File: src/rtl/morph3x3_if.sv
// Streaming pixel bus for morph3x3: raster input with start-of-frame marker,
// and a binary erode/dilate result stream with centre coordinates and frame statistics.
interface morph3x3_if #(
  parameter int PIX_W = 8
);
  logic             mode;
  logic             in_valid;
  logic             in_sof;
  logic [PIX_W-1:0] in_pixel;
  logic             out_valid;
  logic [PIX_W-1:0] out_pixel;
  logic [10:0]      out_x;
  logic [9:0]       out_y;
  logic             frame_done;
  logic [20:0]      set_count;

  modport master (
    output mode, in_valid, in_sof, in_pixel,
    input  out_valid, out_pixel, out_x, out_y, frame_done, set_count
  );

  modport slave (
    input  mode, in_valid, in_sof, in_pixel,
    output out_valid, out_pixel, out_x, out_y, frame_done, set_count
  );
endinterface

File: src/rtl/morph3x3.sv
// 3x3 binary erode/dilate over a raster pixel stream, using two 1-bit line buffers
// and a column-shift window; emits one result per interior centre, one cycle after its last input.
module morph3x3 #(
  parameter int IMG_W  = 640,
  parameter int IMG_H  = 480,
  parameter int PIX_W  = 8,
  parameter int THRESH = 0
) (
  input  logic       clk,
  input  logic       reset,
  morph3x3_if.slave  bus
);
  localparam int               XI = $clog2(IMG_W);
  localparam logic [PIX_W-1:0] TH = PIX_W'(THRESH);

  typedef enum logic [1:0] {IDLE, RUN, DONE} state_t;

  state_t           state_q, state_d;
  logic [10:0]      x_q;
  logic [9:0]       y_q;
  logic [IMG_W-1:0] lb1_q, lb2_q;
  logic [2:0]       col_a_q, col_b_q;
  logic             mode_q;
  logic             last_q;
  logic [20:0]      run_cnt_q;

  logic             sof, proc, eol, eof, emit, pix_bit, res;
  logic [10:0]      px;
  logic [9:0]       py;
  logic [XI-1:0]    pxi;
  logic [2:0]       col_new;
  logic [8:0]       win;

  // A sof pixel is processed as (0,0) in the same cycle, regardless of the current position.
  always_comb begin
    sof     = bus.in_valid & bus.in_sof;
    proc    = sof | (bus.in_valid & (state_q == RUN));
    px      = sof ? '0 : x_q;
    py      = sof ? '0 : y_q;
    pxi     = px[XI-1:0];
    eol     = (px == 11'(IMG_W - 1));
    eof     = eol && (py == 10'(IMG_H - 1));
    emit    = proc && (px >= 11'd2) && (py >= 10'd2);
    pix_bit = (bus.in_pixel > TH);
    col_new = {lb2_q[pxi], lb1_q[pxi], pix_bit};
    win     = {col_a_q, col_b_q, col_new};
    res     = mode_q ? (|win) : (&win);

    state_d = state_q;
    if (sof)
      state_d = RUN;
    else if (proc && eof)
      state_d = DONE;
  end

  always_ff @(posedge clk or posedge reset) begin
    if (reset)
      state_q <= IDLE;
    else
      state_q <= state_d;
  end

  always_ff @(posedge clk or posedge reset) begin
    if (reset) begin
      x_q            <= '0;
      y_q            <= '0;
      lb1_q          <= '0;
      lb2_q          <= '0;
      col_a_q        <= '0;
      col_b_q        <= '0;
      mode_q         <= 1'b0;
      last_q         <= 1'b0;
      run_cnt_q      <= '0;
      bus.out_valid  <= 1'b0;
      bus.out_pixel  <= '0;
      bus.out_x      <= '0;
      bus.out_y      <= '0;
      bus.frame_done <= 1'b0;
      bus.set_count  <= '0;
    end else begin
      bus.out_valid  <= 1'b0;
      bus.frame_done <= last_q;
      last_q         <= 1'b0;
      if (last_q)
        bus.set_count <= run_cnt_q;

      if (proc) begin
        // Window columns only feed results for x>=2, so columns left over from
        // the previous line are always shifted out before they are used.
        lb1_q[pxi] <= pix_bit;
        lb2_q[pxi] <= lb1_q[pxi];
        col_a_q    <= col_b_q;
        col_b_q    <= col_new;
        x_q        <= eol ? '0 : px + 11'd1;
        y_q        <= eof ? '0 : (eol ? py + 10'd1 : py);
        last_q     <= eof;

        if (sof) begin
          mode_q    <= bus.mode;
          run_cnt_q <= '0;
        end else if (emit) begin
          run_cnt_q <= run_cnt_q + 21'(res);
        end

        bus.out_valid <= emit;
        if (emit) begin
          bus.out_pixel <= {PIX_W{res}};
          bus.out_x     <= px - 11'd1;
          bus.out_y     <= py - 10'd1;
        end
      end
    end
  end
endmodule
File: src/flat_wrapper.sv
// flat-port wrapper written by rule: the top's interface ports become plain ports
module morph3x3_flat 
#(
  parameter int IMG_W  = 640,
  parameter int IMG_H  = 480,
  parameter int PIX_W  = 8,
  parameter int THRESH = 0
)
  (clk, reset, bus_mode, bus_in_valid, bus_in_sof, bus_in_pixel, bus_out_valid, bus_out_pixel, bus_out_x, bus_out_y, bus_frame_done, bus_set_count);
  morph3x3_if #(.PIX_W(PIX_W)) bus_i ();
  input  logic clk;
  input  logic reset;
  input wire logic [$bits(bus_i.mode)-1:0] bus_mode;
  input wire logic [$bits(bus_i.in_valid)-1:0] bus_in_valid;
  input wire logic [$bits(bus_i.in_sof)-1:0] bus_in_sof;
  input wire logic [$bits(bus_i.in_pixel)-1:0] bus_in_pixel;
  output wire logic [$bits(bus_i.out_valid)-1:0] bus_out_valid;
  output wire logic [$bits(bus_i.out_pixel)-1:0] bus_out_pixel;
  output wire logic [$bits(bus_i.out_x)-1:0] bus_out_x;
  output wire logic [$bits(bus_i.out_y)-1:0] bus_out_y;
  output wire logic [$bits(bus_i.frame_done)-1:0] bus_frame_done;
  output wire logic [$bits(bus_i.set_count)-1:0] bus_set_count;
  assign bus_i.mode = bus_mode;
  assign bus_i.in_valid = bus_in_valid;
  assign bus_i.in_sof = bus_in_sof;
  assign bus_i.in_pixel = bus_in_pixel;
  assign bus_out_valid = bus_i.out_valid;
  assign bus_out_pixel = bus_i.out_pixel;
  assign bus_out_x = bus_i.out_x;
  assign bus_out_y = bus_i.out_y;
  assign bus_frame_done = bus_i.frame_done;
  assign bus_set_count = bus_i.set_count;
  morph3x3 #(.IMG_W(IMG_W), .IMG_H(IMG_H), .PIX_W(PIX_W), .THRESH(THRESH)) u_core (.clk(clk), .reset(reset), .bus(bus_i));
endmodule
File: config.mk
export PLATFORM = sky130hd
export DESIGN_NAME = morph3x3_flat
export DESIGN_NICKNAME = d
export VERILOG_FILES = /design/src/rtl/morph3x3_if.sv /design/src/rtl/morph3x3.sv /design/src/flat_wrapper.sv
export SDC_FILE = /design/constraint.sdc
export NUM_CORES = 2
export LEC_CHECK = 0
export CAP_MARGIN = 20
export CORE_UTILIZATION = 29
export CTS_BUF_LIST = sky130_fd_sc_hd__clkbuf_2
export DETAILED_ROUTE_END_ITERATION = 10
export PLACE_DENSITY_LB_ADDON = 0.3
export SKIP_LAST_GASP = 1
export SLEW_MARGIN = 20
export SYNTH_ARGS = -nofsm -noshare
export SYNTH_HDL_FRONTEND = slang
export SYNTH_SLANG_ARGS = --single-unit
File: constraint.sdc
create_clock -name clk -period 53.7 [get_ports clk]
set_clock_uncertainty 0.15 [all_clocks]
set_input_delay 13.425 -clock clk [delete_from_list [all_inputs] [get_ports clk]]
set_output_delay 13.425 -clock clk [all_outputs]
set_load 0.01 [all_outputs]
==> out/qor.yml <==
gr-total-overflow: 0
synth_compound_area_share_pct: 18.0
startpoint: "bus_in_valid"
critPathTopFamily: "buffers and inverters"
nets: 7249
synth_simple_gate_area_share_pct: 17.5
drtAntennaViolNets: 0
maxCapViolCount: 0
synth_top_family_by_area: "compound AO/OA/AOI/OAI gates"
cts_buffers: 385
cp_max_fo: 206
worstMarginPinSlew_ns: 1.46
grt_pass1_wl_um: 373000
synth.top_cells.by_area: "dfrtp_1, nand2_1, o21ai_0, a21oi_1, nor2_1"
cp_data_required_time_ns: 55.13
ys_types: 88
cts_setup_buffers: 0
wl_per_cell_um: 24.6
routed_wl_um: 255000
fin_crit_sh_pct: 39.4
final_cell_mix: "nand2_1, dfrtp_1, o21ai_0, nor2_1, clkbuf_2"
fin_ws_ns: 32.54
min-delay-start: "u_core.lb1_q[454]$_DFFE_PP0P_"
placedCellCount: 9691
status: "completed"
crit_top_cell: "buf_4"
synth_adder_area_share_pct: 0.197
via_count: 55498
drc: 0
min_period_ns: 21.16
clk_root_buffer_cell: "clkbuf_2"
cts_sinks: 1377
via_per_inst: 5.36
worstPathCellList: "clkdlybuf4s50_1, a21bo_4, buf_4, buf_4, mux2i_1, o22ai_1, a211o_1, or4_1, o21ai_0, nand3_1, a311oi_4, buf_4, buf_12, buf_4, o21ai_0"
worst-path-buf-inv: 6
r2r-start: "u_core.x_q[0]$_DFFE_PP0P_"
clkSlewWorstSetupHoldPaths_ns: 0.09
fin_cells: 10357
synth_top_area_share_pct: 54.3
insertion_delay_ns: 1.88
timing.slew.headroom_pct: 2.89
synth_area_per_cell_um2: 8.98
grt_pass1_vias: 53801
rsz0062_at_grt: "no"
grtUsageTotal_pct: 22.7
htree_levels: 5
dr.pass1.iters: 9
yosys_register_bits: 1377
drt_iter0_markers: 6433
syn_nets: 7091
final_common_cell: "nand2_1"
synthArstFlopShare_pct: 100
port_buffers: 64
max_stage_delay_ns: 1.19
synthCells: 7068
gp_congestion: 0.940
worstSetupPathType: "in2reg"
tns_ns: 0
worst_setup_path_end_kind: "register"
synthFlopType: "dfrtp_1"
cts_resized: 0
clk_path_buf_depth: 4
powerDensity_nw_per_um2: 33.6
max_freq_ghz: 0.0473
final_hold_viol_count: 0
cts_tree: "built"
core_area_um2: 217000
die_w_um: 470
die-area_um2: 221000
yosysWarnings: 0
synth_area_leader_cell: "dfrtp_1"
arrival_ns: 22.59
synth_edf_count: 0
start_util_pct: 29.2
area_growth_pct: 11.0
die_y_um: 470
ir_worst_vdd_uv: 68.7
pre_cts_ws_ns: 31.30
num_rows: 171
cp-start-kind: "primary input"
hp-class: "reg2reg"
synthesis.area_um2: 63500
io_pins: 65
setup_violations: 0
grt_max_degree: 224
synthMuxAreaShare_pct: 5.78
dpl.hpwl_um: 156000
total_power_mw: 2.37
power.leakage_nw: 30.8
hold_buffers: 0
critical-path-slowest-cell: "clkdlybuf4s50_1"
yosysSeqAreaShare_pct: 54.3
finalMaxSlewViolations: 0
antenna_found_initial: 12
synth_xor_area_share_pct: 0.469
final_util_pct: 32.4
drive_gt1_share_pct: 12.5
[report_power, final]
part,internal [mW],switching [mW]
clock network,0.298,0.463
logic,0.0978,0.438
registers,1.05,0.0168
[registers in the layout (all words and copies together), names as in the netlist]
name                   flops
u_core.mode_q              1
u_core.bus.out_valid       1
u_core.col_a_q             3
u_core.bus.out_y          10
u_core.lb2_q             640
u_core.col_b_q             3
u_core.bus.set_count      21
u_core.y_q                10
u_core.last_q              1
u_core.x_q                11
u_core.bus.frame_done      1
u_core.bus.out_x          11
u_core.state_q             2
u_core.lb1_q             640
u_core.bus.out_pixel       1
u_core.run_cnt_q          21
[path summary, 6_finish.rpt]
check,endpoint,slack (ns),cells past startpoint
max in group asynchronous,u_core.lb2_q[230]$_DFFE_PP0P_,37.20,6
worst min register to register,u_core.lb1_q[454]$_DFFE_PP0P_,0.33,2
worst min-delay path,u_core.lb1_q[454]$_DFFE_PP0P_,0.33,2
worst max-delay path,u_core.lb2_q[402]$_DFFE_PP0P_,32.54,15
min in group asynchronous,u_core.lb1_q[495]$_DFFE_PP0P_,11.95,2
worst max register to register,u_core.lb2_q[402]$_DFFE_PP0P_,44.72,14
[tightest hold or removal path, stage by stage, from the launching register on]
cell     delay, ns
dfrtp_1       0.35
nand2_1       0.04
o21ai_0       0.06
[cell usage after synthesis (13+ instances only)]
cell	n
a32oi_1	18
nor3_1	76
o21ai_1	93
a31oi_1	43
o221ai_1	32
o211ai_1	15
o22ai_1	88
a21oi_1	577
o21ai_0	914
buf_4	66
nor2_1	756
nor4_1	30
mux2_2	70
buf_2	80
a211oi_1	51
a221oi_1	29
buf_1	19
a22oi_1	29
dfrtp_1	1377
nand2b_1	16
a222oi_1	14
nand2_1	1701
clkbuf_2	33
mux2i_1	280
clkbuf_1	244
xor2_1	23
nor2b_1	32
inv_1	13
and2_1	18
nand3_1	82
nand4_1	22
buf_6	28
[cells by family after synthesis]
group	Yosys count
XOR/XNOR	34
adder cells (fa/ha/maj)	10
AO/OA/AOI/OAI	2024
multiplexers	354
flip-flops	1377
buffers and inverters	487
AND/OR/NAND/NOR	2782
[per-stage QoR]
step	hold slack, ns	area [um2]
after detailed placement	0.312	67100
after CTS	0.334	70400
after global placement	0.305	67100
final	0.330	70400
after global routing	0.347	70400
after floorplan	0.248	63500
[layer usage]
metal / wire length [um] / GRT usage, %
met3: 23900 / 5.76
met2: 111000 / 34.3
met5: 28 / 0
met1: 106000 / 29.8
met4: 13800 / 12.0
[area by class of cell]
cell class | instances | area [um2]
diodes | 5 | 12.5
clock buffers | 583 | 2920
clock inverters | 76 | 365
fillers | 22793 | 147000
inverters | 17 | 81.3
multi-input cells | 5204 | 26900
flip-flops and latches | 1377 | 34500
well taps | 2854 | 3570
repair buffers | 241 | 2120
Note: power is estimated with default switching activity, not from simulation.
